### config.mk
export PLATFORM = sky130hd
export DESIGN_NAME = sdram_pattern_tester
export DESIGN_NICKNAME = d
export VERILOG_FILES = /design/src/rtl/sdram_tester_pkg.sv /design/src/rtl/sdram_pattern_gen.sv /design/src/rtl/sdram_pattern_tester.sv
export SDC_FILE = /design/constraint.sdc
export NUM_CORES = 1
export LEC_CHECK = 0
export CAP_MARGIN = 20
export CORE_UTILIZATION = 50
export DETAILED_ROUTE_END_ITERATION = 12
export PLACE_DENSITY = 0.74
export SLEW_MARGIN = 10
export SYNTH_ARGS = -nofsm -noshare
export SYNTH_HDL_FRONTEND = slang
export SYNTH_SLANG_ARGS = --single-unit
### constraint.sdc
create_clock -name clk -period 3.6 [get_ports clk]
set_input_delay 1.08 -clock clk [delete_from_list [all_inputs] [get_ports clk]]
set_output_delay 1.08 -clock clk [all_outputs]
set_load 0.005 [all_outputs]
### src/rtl/sdram_tester_pkg.sv
// Shared definitions for the SDRAM pattern tester: pattern mode codes,
// FSM state encoding and Galois LFSR tap constants per data width.
package sdram_tester_pkg;

  typedef enum logic [1:0] {
    MODE_ADDR = 2'd0,
    MODE_INV  = 2'd1,
    MODE_LFSR = 2'd2,
    MODE_WALK = 2'd3
  } mode_e;

  // Priming/gap/issue states are only entered when the pre-open read is built in.
  typedef enum logic [3:0] {
    ST_IDLE     = 4'd0,
    ST_WR_REQ   = 4'd1,
    ST_WR_WAIT  = 4'd2,
    ST_RD_REQ   = 4'd3,
    ST_RD_WAIT  = 4'd4,
    ST_DONE     = 4'd5,
    ST_PR_WAIT  = 4'd6,
    ST_PR_GAP   = 4'd7,
    ST_RD_ISSUE = 4'd8
  } state_e;

  localparam logic [31:0] LFSR_TAPS_8  = 32'h0000_00B8;
  localparam logic [31:0] LFSR_TAPS_16 = 32'h0000_B400;
  localparam logic [31:0] LFSR_TAPS_32 = 32'h8020_0003;

  // Right-shifting Galois taps for the supported data widths.
  function automatic logic [31:0] lfsr_taps(input int dw);
    case (dw)
      32'sd8:  lfsr_taps = LFSR_TAPS_8;
      32'sd16: lfsr_taps = LFSR_TAPS_16;
      default: lfsr_taps = LFSR_TAPS_32;
    endcase
  endfunction

endpackage

### src/rtl/sdram_pattern_gen.sv
// Pattern source for the SDRAM tester: a registered Galois LFSR (seeded to
// all-ones) plus a combinational mux selecting address, inverted address,
// LFSR or walking-one data for the current word index.
module sdram_pattern_gen
  import sdram_tester_pkg::*;
#(
  parameter int DATA_WIDTH = 16
) (
  input  logic                  clk,
  input  logic                  reset,
  input  logic [1:0]            mode,
  input  logic [DATA_WIDTH-1:0] w,
  input  logic                  advance,
  input  logic                  reseed,
  output logic [DATA_WIDTH-1:0] pattern
);

  localparam int                    SHW       = $clog2(DATA_WIDTH);
  localparam logic [31:0]           TAPS_FULL = lfsr_taps(DATA_WIDTH);
  localparam logic [DATA_WIDTH-1:0] TAPS      = TAPS_FULL[DATA_WIDTH-1:0];

  logic [DATA_WIDTH-1:0] lfsr_r;

  function automatic logic [DATA_WIDTH-1:0] lfsr_step(input logic [DATA_WIDTH-1:0] v);
    lfsr_step = (v >> 1) ^ (v[0] ? TAPS : {DATA_WIDTH{1'b0}});
  endfunction

  // LFSR state: reseed wins over advance so readback restarts the sequence.
  always_ff @(posedge clk) begin
    if (reset) begin
      lfsr_r <= {DATA_WIDTH{1'b1}};
    end else if (reseed) begin
      lfsr_r <= {DATA_WIDTH{1'b1}};
    end else if (advance) begin
      lfsr_r <= lfsr_step(lfsr_r);
    end else begin
      lfsr_r <= lfsr_r;
    end
  end

  // Expected/written word for the current word index and mode.
  always_comb begin
    pattern = w;
    case (mode_e'(mode))
      MODE_ADDR: pattern = w;
      MODE_INV:  pattern = ~w;
      MODE_LFSR: pattern = lfsr_r;
      MODE_WALK: pattern = {{(DATA_WIDTH-1){1'b0}}, 1'b1} << w[SHW-1:0];
      default:   pattern = w;
    endcase
  end

endmodule

### src/rtl/sdram_pattern_tester.sv
// SDRAM pattern tester: fills [0, last_addr] with a selectable pattern through
// the sdram_ctrl request interface, reads it back and counts mismatches, with
// an ack timeout abort. Optional macro SDRAM_TESTER_PREOPEN_EN adds a priming
// read to {addr[hi:8], 8'hFF} plus a fixed gap before every real read, with
// refresh_inhibit held over that window.
module sdram_pattern_tester
  import sdram_tester_pkg::*;
#(
  parameter int ADDR_WIDTH  = 24,
  parameter int DATA_WIDTH  = 16,
  parameter int ADDR_STEP   = 2,
  parameter int TIMEOUT     = 1023,
  parameter int ERR_WIDTH   = 16,
  parameter int PREOPEN_GAP = 30
) (
  input  logic                  clk,
  input  logic                  reset,
  input  logic                  start,
  input  logic [1:0]            mode,
  input  logic [ADDR_WIDTH-1:0] last_addr,
  output logic [ADDR_WIDTH-1:0] sd_addr,
  output logic [DATA_WIDTH-1:0] sd_wr_data,
  input  logic [DATA_WIDTH-1:0] sd_rd_data,
  output logic                  sd_we,
  output logic                  sd_enable,
  input  logic                  sd_ack,
  input  logic                  sd_idle,
  output logic                  refresh_inhibit,
  output logic                  busy,
  output logic                  done,
  output logic                  pass,
  output logic                  timeout,
  output logic [ERR_WIDTH-1:0]  err_count,
  output logic                  err_strobe,
  output logic [ADDR_WIDTH-1:0] err_addr,
  output logic [DATA_WIDTH-1:0] err_data
);

`ifdef SDRAM_TESTER_PREOPEN_EN
  localparam bit PREOPEN_EN = 1'b1;
`else
  localparam bit PREOPEN_EN = 1'b0;
`endif

  localparam int STEP_SHIFT = $clog2(ADDR_STEP);
  localparam int TW = (TIMEOUT > 1) ? $clog2(TIMEOUT + 1) : 1;
  localparam int GW = (PREOPEN_GAP > 1) ? $clog2(PREOPEN_GAP + 1) : 1;
  localparam logic [TW-1:0]         TMO_LAST   = TW'(TIMEOUT - 1);
  localparam logic [GW-1:0]         GAP_LAST   = GW'(PREOPEN_GAP - 1);
  localparam logic [ADDR_WIDTH-1:0] STEP       = ADDR_WIDTH'(ADDR_STEP);
  localparam logic [ADDR_WIDTH-1:0] ALIGN_MASK = ADDR_WIDTH'(ADDR_STEP - 1);
  localparam logic [ERR_WIDTH-1:0]  ERR_MAX    = {ERR_WIDTH{1'b1}};

  state_e                state_r;
  logic [ADDR_WIDTH-1:0] addr_r;
  logic [ADDR_WIDTH-1:0] last_r;
  logic [1:0]            mode_r;
  logic [TW-1:0]         tmr_r;
  logic [GW-1:0]         gap_r;
  logic                  refresh_inh_r;

  logic [DATA_WIDTH-1:0] w_s;
  logic [DATA_WIDTH-1:0] pattern_s;
  logic [ADDR_WIDTH-1:0] prime_addr_s;
  logic                  addr_last_s;
  logic                  tmo_s;
  logic                  mismatch_s;
  logic [ERR_WIDTH-1:0]  err_next_s;
  logic                  advance_s;
  logic                  reseed_s;

  assign w_s             = DATA_WIDTH'(addr_r >> STEP_SHIFT);
  assign prime_addr_s    = {addr_r[ADDR_WIDTH-1:8], 8'hFF};
  assign refresh_inhibit = PREOPEN_EN & refresh_inh_r;

  sdram_pattern_gen #(
    .DATA_WIDTH (DATA_WIDTH)
  ) u_gen (
    .clk     (clk),
    .reset   (reset),
    .mode    (mode_r),
    .w       (w_s),
    .advance (advance_s),
    .reseed  (reseed_s),
    .pattern (pattern_s)
  );

  // Word-completion decode: compare, saturating error count, LFSR control.
  always_comb begin
    addr_last_s = (addr_r == last_r);
    tmo_s       = (tmr_r == TMO_LAST);
    if ((state_r == ST_RD_WAIT) && sd_ack) begin
      mismatch_s = (sd_rd_data != pattern_s);
    end else begin
      mismatch_s = 1'b0;
    end
    if (mismatch_s && (err_count != ERR_MAX)) begin
      err_next_s = err_count + ERR_WIDTH'(1);
    end else begin
      err_next_s = err_count;
    end
    advance_s = sd_ack && ((state_r == ST_WR_WAIT) || (state_r == ST_RD_WAIT));
    reseed_s  = ((state_r == ST_IDLE) && start) ||
                ((state_r == ST_WR_WAIT) && sd_ack && addr_last_s);
  end

  // Test sequencer: request handshakes, timeout abort and result reporting.
  always_ff @(posedge clk) begin
    if (reset) begin
      state_r       <= ST_IDLE;
      addr_r        <= {ADDR_WIDTH{1'b0}};
      last_r        <= {ADDR_WIDTH{1'b0}};
      mode_r        <= 2'd0;
      tmr_r         <= {TW{1'b0}};
      gap_r         <= {GW{1'b0}};
      refresh_inh_r <= 1'b0;
      sd_addr       <= {ADDR_WIDTH{1'b0}};
      sd_wr_data    <= {DATA_WIDTH{1'b0}};
      sd_we         <= 1'b0;
      sd_enable     <= 1'b0;
      busy          <= 1'b0;
      done          <= 1'b0;
      pass          <= 1'b0;
      timeout       <= 1'b0;
      err_count     <= {ERR_WIDTH{1'b0}};
      err_strobe    <= 1'b0;
      err_addr      <= {ADDR_WIDTH{1'b0}};
      err_data      <= {DATA_WIDTH{1'b0}};
    end else begin
      done       <= 1'b0;
      err_strobe <= 1'b0;
      case (state_r)
        ST_IDLE: begin
          if (start) begin
            mode_r    <= mode;
            last_r    <= last_addr & ~ALIGN_MASK;
            addr_r    <= {ADDR_WIDTH{1'b0}};
            err_count <= {ERR_WIDTH{1'b0}};
            err_addr  <= {ADDR_WIDTH{1'b0}};
            err_data  <= {DATA_WIDTH{1'b0}};
            pass      <= 1'b0;
            timeout   <= 1'b0;
            busy      <= 1'b1;
            state_r   <= ST_WR_REQ;
          end
        end
        ST_WR_REQ: begin
          if (sd_idle && !sd_enable) begin
            sd_addr    <= addr_r;
            sd_wr_data <= pattern_s;
            sd_we      <= 1'b1;
            sd_enable  <= 1'b1;
            tmr_r      <= {TW{1'b0}};
            state_r    <= ST_WR_WAIT;
          end
        end
        ST_WR_WAIT: begin
          if (sd_ack) begin
            sd_enable <= 1'b0;
            if (addr_last_s) begin
              addr_r  <= {ADDR_WIDTH{1'b0}};
              state_r <= ST_RD_REQ;
            end else begin
              addr_r  <= addr_r + STEP;
              state_r <= ST_WR_REQ;
            end
          end else if (tmo_s) begin
            sd_enable     <= 1'b0;
            timeout       <= 1'b1;
            pass          <= 1'b0;
            done          <= 1'b1;
            busy          <= 1'b0;
            refresh_inh_r <= 1'b0;
            state_r       <= ST_DONE;
          end else begin
            tmr_r <= tmr_r + TW'(1);
          end
        end
        ST_RD_REQ: begin
          if (sd_idle && !sd_enable) begin
            sd_we     <= 1'b0;
            sd_enable <= 1'b1;
            tmr_r     <= {TW{1'b0}};
            if (PREOPEN_EN) begin
              sd_addr       <= prime_addr_s;
              refresh_inh_r <= 1'b1;
              state_r       <= ST_PR_WAIT;
            end else begin
              sd_addr <= addr_r;
              state_r <= ST_RD_WAIT;
            end
          end
        end
        ST_PR_WAIT: begin
          if (sd_ack) begin
            sd_enable <= 1'b0;
            gap_r     <= {GW{1'b0}};
            state_r   <= ST_PR_GAP;
          end else if (tmo_s) begin
            sd_enable     <= 1'b0;
            timeout       <= 1'b1;
            pass          <= 1'b0;
            done          <= 1'b1;
            busy          <= 1'b0;
            refresh_inh_r <= 1'b0;
            state_r       <= ST_DONE;
          end else begin
            tmr_r <= tmr_r + TW'(1);
          end
        end
        ST_PR_GAP: begin
          if (gap_r == GAP_LAST) begin
            state_r <= ST_RD_ISSUE;
          end else begin
            gap_r <= gap_r + GW'(1);
          end
        end
        ST_RD_ISSUE: begin
          if (sd_idle && !sd_enable) begin
            sd_addr   <= addr_r;
            sd_we     <= 1'b0;
            sd_enable <= 1'b1;
            tmr_r     <= {TW{1'b0}};
            state_r   <= ST_RD_WAIT;
          end
        end
        ST_RD_WAIT: begin
          if (sd_ack) begin
            sd_enable     <= 1'b0;
            refresh_inh_r <= 1'b0;
            err_count     <= err_next_s;
            if (mismatch_s) begin
              err_strobe <= 1'b1;
              err_addr   <= addr_r;
              err_data   <= sd_rd_data;
            end
            if (addr_last_s) begin
              done    <= 1'b1;
              busy    <= 1'b0;
              pass    <= (err_next_s == {ERR_WIDTH{1'b0}}) && !timeout;
              state_r <= ST_DONE;
            end else begin
              addr_r  <= addr_r + STEP;
              state_r <= ST_RD_REQ;
            end
          end else if (tmo_s) begin
            sd_enable     <= 1'b0;
            timeout       <= 1'b1;
            pass          <= 1'b0;
            done          <= 1'b1;
            busy          <= 1'b0;
            refresh_inh_r <= 1'b0;
            state_r       <= ST_DONE;
          end else begin
            tmr_r <= tmr_r + TW'(1);
          end
        end
        ST_DONE: begin
          state_r <= ST_IDLE;
        end
        default: begin
          sd_enable     <= 1'b0;
          busy          <= 1'b0;
          refresh_inh_r <= 1'b0;
          state_r       <= ST_IDLE;
        end
      endcase
    end
  end

endmodule

# After elaboration in Yosys (flattened, before gate mapping)
# Cells that the tools add are included.
# classes
n_eq_ne	33
n_lt_le_gt_ge	0
n_div	0
shifts	1
mux	64
mul	0
reduce_logical	44
add_sub_neg	4
bitwise	6
# op_table
op	count
24-bit two-way mux	7
16-bit two-way mux	6
24-bit one-hot mux with 3 select lines	1
16-bit one-hot mux with 2 select lines	2
16-bit one-hot mux with 4 select lines	1
24-bit one-hot mux with 2 select lines	1
4-bit two-way mux	8
10-bit two-way mux	3
4-bit one-hot mux with 7 select lines	1
24-bit by 2-bit adder with 24-bit output (second input constant)	1
24-bit equality test	1
2-bit inequality test (second input constant)	12
4-bit AND reduction	6
1-bit two-way mux	22
10-bit one-hot mux with 2 select lines	1
16-bit by 1-bit adder with 16-bit output (second input constant)	1
4-bit by 3-bit equality test with 1-bit output (second input constant)	4
16-bit zero test	1
16-bit inequality test	1
16-bit inequality test (second input constant)	1
16-bit inverter	1
1-bit by 4-bit left shift with 16-bit output (first input constant)	1
15-bit by 16-bit bitwise XOR with 16-bit output	1
3-bit AND reduction	4
other kinds (32)	64
# word_totals
wordCells	171
mem_count	0
inputBits	47
romBits	0
latch_bits	0
out_inout_bits	104
ram_bits	0
regBits	187

# Logic depth before layout (Yosys ltp)
# Gate-level depths: netlist (run 1).
# depth
word_depth	11
mapped_depth	14
mapped_depth_nobuf	11

# By module
# Synthesis (run 1) repeated with hierarchy kept, for this count alone.
# hier_totals
hier_cells	1107
hier_area_um2	8847.2
# modules_own_cells
module	area_each_um2	cells_each	instances
sdram_pattern_tester	7707.4	952	1
sdram_pattern_gen	1139.8	155	1

# Worst setup path after synthesis (run 1)
# OpenSTA, ideal clock, no wires.
# synth_path
kind	input -> register
from	input sd_rd_data[0]
to	register pass
path_slack_ps	329
t_required_ps	3513
arrival_time_ps	3184
stages	10
path_buffers	1
path_cell_list	xor2_1 > o21ai_0 > o32ai_1 > a211o_1 > or4_1 > clkbuf_1 > o21ai_2 > o21ai_0 > a221o_1 > o31ai_1
# synth_between
elab_chain_cells	9
# synth_rtl
element	line	text
start: declaration	sdram_pattern_tester.sv:23	input logic [DATA_WIDTH-1:0] sd_rd_data,
16-bit inequality test	sdram_pattern_tester.sv:93	mismatch_s = (sd_rd_data != pattern_s);
1-bit two-way mux	sdram_pattern_tester.sv:92	if ((state_r == ST_RD_WAIT) && sd_ack) begin
1-bit logical AND	sdram_pattern_tester.sv:97	if (mismatch_s && (err_count != ERR_MAX)) begin
16-bit two-way mux	sdram_pattern_tester.sv:97	
16-bit zero test	sdram_pattern_tester.sv:240	pass <= (err_next_s == {ERR_WIDTH{1'b0}}) && !timeout;
1-bit logical AND	sdram_pattern_tester.sv:240	
1-bit two-way mux	sdram_pattern_tester.sv:237	if (addr_last_s) begin
1-bit two-way mux	sdram_pattern_tester.sv:228	if (sd_ack) begin
1-bit one-hot mux with 3 select lines	sdram_pattern_tester.sv:132	case (state_r)
end signal: assignment	sdram_pattern_tester.sv:240	
end: declaration	sdram_pattern_tester.sv:31	output logic pass,
# No other way between the ends. The select of a mux whose other input is x is not followed.
# A chain may end at the register's enable or synchronous reset.

# Final worst setup path (run 1)
# layout_path
from	register addr_r[1]
to	register pass
# layout_between
elab_chain_cells	11
# layout_rtl
element	line	text
start: declaration	sdram_pattern_tester.sv:55	logic [ADDR_WIDTH-1:0] addr_r;
start signal: assignment	sdram_pattern_tester.sv:111	addr_r <= {ADDR_WIDTH{1'b0}};
start signal: assignment	sdram_pattern_tester.sv:137	addr_r <= {ADDR_WIDTH{1'b0}};
start signal: assignment	sdram_pattern_tester.sv:161	addr_r <= {ADDR_WIDTH{1'b0}};
1-bit by 4-bit left shift with 16-bit output or 16-bit inverter (tied branches)	sdram_pattern_gen.sv:48, sdram_pattern_gen.sv:46	
16-bit one-hot mux with 4 select lines	sdram_pattern_gen.sv:44	case (mode_e'(mode))
16-bit inequality test	sdram_pattern_tester.sv:93	
1-bit two-way mux	sdram_pattern_tester.sv:92	
1-bit logical AND	sdram_pattern_tester.sv:97	
16-bit two-way mux	sdram_pattern_tester.sv:97	
16-bit zero test	sdram_pattern_tester.sv:240	
1-bit logical AND	sdram_pattern_tester.sv:240	
1-bit two-way mux	sdram_pattern_tester.sv:237	
1-bit two-way mux	sdram_pattern_tester.sv:228	
1-bit one-hot mux with 3 select lines	sdram_pattern_tester.sv:132	
# Several ways; a longest one is shown, not always the timed one. The select of a mux whose other input is x is not followed.

==> results.cfg, run 1 <==
[sta]
final.min_clock_period_ns = 3.35
tightest_slew_ns = 0.622
finalMaxSlewViolations = 0
setup-violations-final = 0
hold_viol = 0
fin_crit_sh_pct = 93.1
layout_setup_ws_ns = 0.248
fmax_mhz = 298
worst_slew_margin_rel_pct = 58.1
rsz0062_at_grt = no
fin_tns_setup_ns = 0
clock-skew-final_ns = 0.0107

[placement]
place_ws_ns = -0.336
place.detailed.instances = 1508
buffer_ports.inserted = 146
dpl.hpwl_um = 18500
place_congestion = 0.925

[cts]
ctsLongestPathBuffers = 2
cts_buffers = 17
cts_hold_repair.buffers = 0
htreeDepth = 4
clk_transition_reported_paths_ns = 0.07
clock_sink_count = 184
clock_latency_ns = 0.44
clock_tree.root_cell = sky130_fd_sc_hd__clkbuf_16
cts_tree = done

[worst_setup_path]
crit_arrival_ns = 3.71
worstPathMaxFanout = 6
criticalPathCategory = reg2reg
rr_worst_depth = 12
critical_path.reg2reg.endpoint = pass
critical_path.endpoint_type = flop
r2r-start = addr_r[1]
ff2ff_setup_slack_ns = 0.25
start_kind = flop
cp.required_ns = 3.96

[yosys]
netlist-cell-type-count = 63
synth-seq-area-share_pct = 41.1
synth_compound_area_share_pct = 16.6
post_synth_most_frequent_cells = sky130_fd_sc_hd__nand2_1 (215), sky130_fd_sc_hd__dfxtp_1 (184), sky130_fd_sc_hd__a21oi_1 (134)
postSynthRegisterBits = 184
area_share_of_xor_xnor_cells_in_the_synthesized_design_pct = 6.36
netlist_instances = 1166
yosysWarningCount = 0
synth_top_family_by_area = simple AND/OR/NAND/NOR gates
netlist_top_cells_area = sky130_fd_sc_hd__dfxtp_1 (41%), sky130_fd_sc_hd__nand2_1 (9.0%), sky130_fd_sc_hd__a21oi_1 (7.5%), sky130_fd_sc_hd__nor2_1 (4.4%), sky130_fd_sc_hd__nand3_1 (3.9%)
yosysTopAreaCell = sky130_fd_sc_hd__dfxtp_1
synth_simple_gate_area_share_pct = 25.8
synth.avg_cell_area_um2 = 7.68
async_reset_ff_share_pct = 0
muxShareOfSynthArea_pct = 2.99
synth.most_common_cell = sky130_fd_sc_hd__nand2_1
synth-main-ff-cell = sky130_fd_sc_hd__dfxtp_1
synth_top_area_share_pct = 41.1
synth_adder_area_share_pct = 1.65
syn-cell-area_mm2 = 0.00895
synth_enable_flop_cells = 0

[final_layout]
final_net_count = 1361
diodes = 0
layout.cells.non_filler = 1541
finish.utilization_pct = 66.1
fillers = 1488
final_layout_size_suffix_gt1_share_pct = 9.42
seqCellArea_mm2 = 0.00368
area_taken_by_multi_input_logic_gates_mm2 = 0.00484
syn2layout_area_growth_pct = 28.6

[route]
post_drt_wl_per_cell_um = 17.1
drc = 0
drt-pass1-iter-count = 8
routed_wirelength_um = 26300
via_count = 8837
route.antenna.remaining_nets = 0
dr.first_iter.drc_count = 862
vias_per_cell = 5.73

[global_route]
number_of_global_route_vias_before_repair = 7974
grt.overflow.total = 0
first_pass_grt_wire_length_um = 41700
groute.usage.overall_pct = 29.0
initial_antenna_violation_count = 0
grt_max_degree = 61

[die]
die_h_um = 136
starting_utilization_of_the_core_area_pct = 51.4
ioPinCount = 151
coreArea_mm2 = 0.0174
die_width_um = 136
placement_rows = 48
total_die_area_mm2 = 0.0184

[hold_path]
hold_path_depth = 2
worst_hold_startpoint = sd_addr[11]
worst_hold_path_type = reg2reg
worstHoldEndpoint = sd_addr[11]

[outcome]
outcome = completed

[power]
powerDensity_mw_per_mm2 = 588
p_leak_uw = 0.00429
vdd_drop_max_uv = 394

[run]
cap_viol_max_count = 0
[per-layer routing]
metal,vias to the layer above,track usage [%],part of all wire [%]
met5,-,0,0
met4,0,9.74,2.1
met3,54,5.52,7.5
met2,379,44.5,45
met1,4123,40.5,45
li1,4281,-,-
[cells in the final DEF (no fill, tap or decap), types with 4 or more instances in the layout]
master / count
sky130_fd_sc_hd__or2_2: 4
sky130_fd_sc_hd__a211oi_1: 4
sky130_fd_sc_hd__nor2b_1: 4
sky130_fd_sc_hd__bufinv_16: 4
sky130_fd_sc_hd__inv_6: 5
sky130_fd_sc_hd__nand4_1: 14
sky130_fd_sc_hd__xnor2_1: 27
sky130_fd_sc_hd__nand2_1: 215
sky130_fd_sc_hd__nor4_1: 13
sky130_fd_sc_hd__o211ai_1: 9
sky130_fd_sc_hd__and3_1: 15
sky130_fd_sc_hd__nand3_1: 68
sky130_fd_sc_hd__clkdlybuf4s50_1: 144
sky130_fd_sc_hd__nand2b_1: 10
sky130_fd_sc_hd__mux2i_1: 14
sky130_fd_sc_hd__a311oi_1: 8
sky130_fd_sc_hd__nor2_1: 104
sky130_fd_sc_hd__and4_1: 7
sky130_fd_sc_hd__mux2_2: 8
sky130_fd_sc_hd__xor2_1: 38
sky130_fd_sc_hd__a21oi_1: 133
sky130_fd_sc_hd__ha_1: 11
sky130_fd_sc_hd__o31ai_1: 4
sky130_fd_sc_hd__buf_4: 68
sky130_fd_sc_hd__a31oi_1: 5
sky130_fd_sc_hd__dfxtp_1: 184
sky130_fd_sc_hd__nor3b_1: 4
sky130_fd_sc_hd__o21ai_0: 44
sky130_fd_sc_hd__and2_1: 4
sky130_fd_sc_hd__o22ai_1: 11
sky130_fd_sc_hd__clkbuf_16: 17
sky130_fd_sc_hd__or3_1: 8
sky130_fd_sc_hd__inv_1: 21
sky130_fd_sc_hd__o211a_1: 4
sky130_fd_sc_hd__nor3_1: 28
[logic make-up after synthesis]
| group | after synthesis |
|---|---|
| AOI/OAI and AO/OA | 252 |
| xor gates and xnor gates | 65 |
| adders and majority gates | 12 |
| buffers and inverters | 119 |
| DFF | 184 |
| muxes | 25 |
| other | 1 |
| and+or+nand+nor | 508 |
[timing repair]
action | 4_1_cts | 5_1_grt
buffers inserted | 0 | 1
resized for setup | 0 | 4
endpoints found under the setup margin | 0 | 2
[worst max path at each step]
| stage | startpoint | end | slack (ns) | cells after the start |
|---|---|---|---|---|
| 6_report | addr_r[1] | pass | 0.25 | 12 |
| 5_1_grt | addr_r[1] | pass | 0.003 | 12 |
| 4_1_cts | sd_rd_data[0] | pass | 0.13 | 11 |
| 3_5_place_dp | sd_rd_data[0] | pass | -0.34 | 11 |
| 3_3_place_gp | sd_rd_data[0] | pass | -0.30 | 10 |
| 2_1_floorplan | sd_rd_data[0] | pass | 0.33 | 10 |
[state kept, by name, summed over array words and instances (netlist names), 2 cells and up]
register,cells
addr_r,23
err_addr,23
err_count,16
err_data,16
gap_r,5
last_r,23
mode_r,2
sd_addr,23
sd_wr_data,16
state_r,4
tmr_r,10
u_gen.lfsr_r,16
[area by class of cell]
type	count	share of cell area, %
clock inverters	13	1.78
clock buffers	19	3.85
multi-input cells	865	42.0
flip-flops and latches	184	32.0
inverters	21	0.685
well taps	225	2.45
repair buffers	214	17.2
[critical path, cell delays in order (launching register included)]
cell and delay, ns:
sky130_fd_sc_hd__dfxtp_1 0.53, sky130_fd_sc_hd__inv_1 0.19, sky130_fd_sc_hd__ha_1 0.31, sky130_fd_sc_hd__and4b_1 0.21
sky130_fd_sc_hd__o22ai_1 0.25, sky130_fd_sc_hd__xor2_1 0.20, sky130_fd_sc_hd__o2111ai_1 0.15, sky130_fd_sc_hd__or4_4 0.49
sky130_fd_sc_hd__buf_4 0.17, sky130_fd_sc_hd__o211ai_1 0.22, sky130_fd_sc_hd__xor2_1 0.18, sky130_fd_sc_hd__nand4_1 0.16
sky130_fd_sc_hd__o31ai_1 0.21
[stage by stage]
step | cell area (um^2) | hold slack (ns) | total power, uW
after floorplan | 8960 | 0.448 | 3950
after global placement | 10800 | 0.445 | 4660
after detailed placement | 10800 | 0.446 | 4680
after CTS | 11500 | 0.457 | 6750
after global routing | 11500 | 0.473 | 7120
final | 11500 | 0.456 | 6770
[power by group]
| part | internal, uW | switching (uW) | total, uW |
|---|---|---|---|
| clock network | 1210 | 867 | 2070 |
| logic | 852 | 1410 | 2260 |
| registers | 2220 | 214 | 2440 |
Note: power is estimated with default switching activity, not from simulation.
==> run 2, diff against run 1 <==
--- a/config.mk
+++ b/config.mk
@@ -6,9 +6,10 @@
 export NUM_CORES = 1
 export LEC_CHECK = 0
 export CAP_MARGIN = 20
+export CORE_ASPECT_RATIO = 2
 export CORE_UTILIZATION = 50
 export DETAILED_ROUTE_END_ITERATION = 12
-export PLACE_DENSITY = 0.74
+export PLACE_DENSITY_LB_ADDON = 0.1
 export SLEW_MARGIN = 10
 export SYNTH_ARGS = -nofsm -noshare
 export SYNTH_HDL_FRONTEND = slang
==> run 2 against run 1 <==
Sequential power about the same. Clock-buffer cell count decreased by 2. Non-clock buffer count increased by 8. Core utilization increased by 0.30 points. Highest routed layer unchanged. Clock power decreased by 6%.
==> results.cfg, run 2 (synthesis gave the netlist of run 1 again) <==
[outcome]
outcome = completed

[die]
die_h_um = 191
total_die_area_mm2 = 0.0185
starting_utilization_of_the_core_area_pct = 51.6
ioPinCount = 151
placement_rows = 68
coreArea_mm2 = 0.0174
die_width_um = 96.6

[worst_setup_path]
worst_path_max_delay_cell = sky130_fd_sc_hd__clkdlybuf4s50_1
critical_path_cell_sequence = clkdlybuf4s50_1 -> inv_1 -> maj3_1 -> nor2_1 -> o2111ai_2 -> or4_4 -> buf_4 -> o211ai_1 -> xor2_1 -> nand4_1 -> o31ai_1
crit_arrival_ns = 3.77
r2r-start = addr_r[1]
criticalPathCategory = in2reg
critical_path.endpoint_type = flop
worstPathMaxFanout = 5
worst_path_bufs_invs = 3
crit_path_max_cell_delay_ns = 0.57
cp.required_ns = 3.96
start_kind = input port
worstSetupStartpoint = sd_rd_data[0]
critical_path.top_delay_family = buffers and inverters

[sta]
worst_slew_margin_rel_pct = 36.2
fin_crit_sh_pct = 94.8
tightest_slew_ns = 0.957
fmax_mhz = 293
final.min_clock_period_ns = 3.41
rsz0062_at_grt = no
hold_viol = 0
setup-violations-final = 0
finalMaxSlewViolations = 0
fin_tns_setup_ns = 0
clock-skew-final_ns = 0.0146

[power]
power.switching_uw = 2530
sw_frac_of_total_pct = 37.8
share_comb_of_total_power_pct = 34.6
power_frac_seq_pct = 36.4
vdd_drop_max_uv = 433
powerDensity_mw_per_mm2 = 580
intPower_uw = 4160
clkPwrFrac_pct = 29.0
p_leak_uw = 0.00430

[global_route]
number_of_global_route_vias_before_repair = 8264
first_pass_grt_wire_length_um = 43400
initial_antenna_violation_count = 0
grt.overflow.total = 0
grt_max_degree = 88
groute.usage.overall_pct = 29.8

[route]
route.antenna.remaining_nets = 0
drt-pass1-iter-count = 5
via_count = 8782
dr.first_iter.drc_count = 502
vias_per_cell = 5.72
drc = 0
routed_wirelength_um = 27800
post_drt_wl_per_cell_um = 18.1

[placement]
dpl.hpwl_um = 20300
buffer_ports.inserted = 146
place_congestion = 0.896

[cts]
cts_tree = done
ctsLongestPathBuffers = 2
clock_sink_count = 184
htreeDepth = 4
clock_latency_ns = 0.44
cts_hold_repair.buffers = 0
cts_buffers = 17
clock_tree.root_cell = sky130_fd_sc_hd__clkbuf_16
clk_transition_reported_paths_ns = 0.07

[final_layout]
final_net_count = 1369
syn2layout_area_growth_pct = 28.7
layout_commonest_cell = sky130_fd_sc_hd__nand2_1
diodes = 0
final_layout_size_suffix_gt1_share_pct = 10.1
layout_common_cells = sky130_fd_sc_hd__nand2_1 (215), sky130_fd_sc_hd__dfxtp_1 (184), sky130_fd_sc_hd__clkdlybuf4s50_1 (145), sky130_fd_sc_hd__a21oi_1 (133), sky130_fd_sc_hd__nor2_1 (104)
finish.utilization_pct = 66.4

[hold_path]
worst_hold_path_type = reg2reg
worst_hold_startpoint = sd_addr[17]

[run]
cap_viol_max_count = 0
[run 2: tightest hold or removal path, delay by kind of cell, from the launching register on]
family / cells / cell delay [ns]
compound gates: 1 / 0.05
flops: 1 / 0.31
simple gates: 1 / 0.05
[run 2: stage by stage]
| stage | power (uW) | area, um^2 | cells | hold WS (ns) | worst slack, ns |
|---|---|---|---|---|---|
| finish | 6690 | 11500 | 1534 | 0.458 | 0.188 |
| global route | 7040 | 11500 | 1534 | 0.472 | 0.0193 |
| CTS | 6680 | 11500 | 1534 | 0.461 | 0.0806 |
| detailed placement | 4750 | 10900 | 1502 | 0.450 | -0.370 |
| global placement | 4720 | 10900 | 1502 | 0.447 | -0.306 |
| floorplan | 3950 | 8960 | 1168 | 0.448 | 0.329 |
[run 2: power groups by stage]
stage               registers (uW)  logic, uW  clock network (uW)
floorplan                     2370       1580                   0
global placement              2470       2250                   0
detailed placement            2480       2270                   0
CTS                           2430       2290                1960
global route                  2470       2530                2050
finish                        2440       2310                1940
[run 2: worst paths after layout]
kind | endpoint | slack, ns | cells after the start
min reg2reg | sd_addr[17] | 0.46 | 2
min | sd_addr[17] | 0.46 | 2
max reg2reg | pass | 0.34 | 9
max | pass | 0.19 | 11
[run 2: per-layer routing]
| metal | wire, um | up-vias | global-route usage (%) | share of wire, % |
|---|---|---|---|---|
| met2 | 15200 | 284 | 56.6 | 55 |
| met3 | 1070 | 75 | 4.64 | 3.8 |
| met1 | 10200 | 4128 | 30.7 | 37 |
| met5 | 0 | - | 0 | 0 |
| met4 | 1380 | 0 | 16.8 | 5.0 |
| li1 | - | 4295 | - | - |
[run 2: final cells by class]
cell class | instances | area (um^2)
fill | 1547 | 5830
multi-input combinational | 865 | 4840
sequential | 184 | 3680
timing repair buffer | 222 | 2050
clock buffer | 17 | 425
tap | 210 | 263
clock inverter | 15 | 184
inverter | 21 | 78.8
[run 2: what timing repair did]
item	CTS	global route
buffers inserted	0	0
gates resized for setup	0	5
setup endpoints to repair	0	10
endpoints found under the hold margin	0	0
==> run 3, diff against run 2 <==
--- a/config.mk
+++ b/config.mk
@@ -8,6 +8,7 @@
 export CAP_MARGIN = 20
 export CORE_ASPECT_RATIO = 2
 export CORE_UTILIZATION = 50
+export CTS_CLUSTER_SIZE = 14
 export DETAILED_ROUTE_END_ITERATION = 12
 export PLACE_DENSITY_LB_ADDON = 0.1
 export SLEW_MARGIN = 10
==> results of run 3 <==
The final DEF is identical to that of run 2; final timing and power are the same.
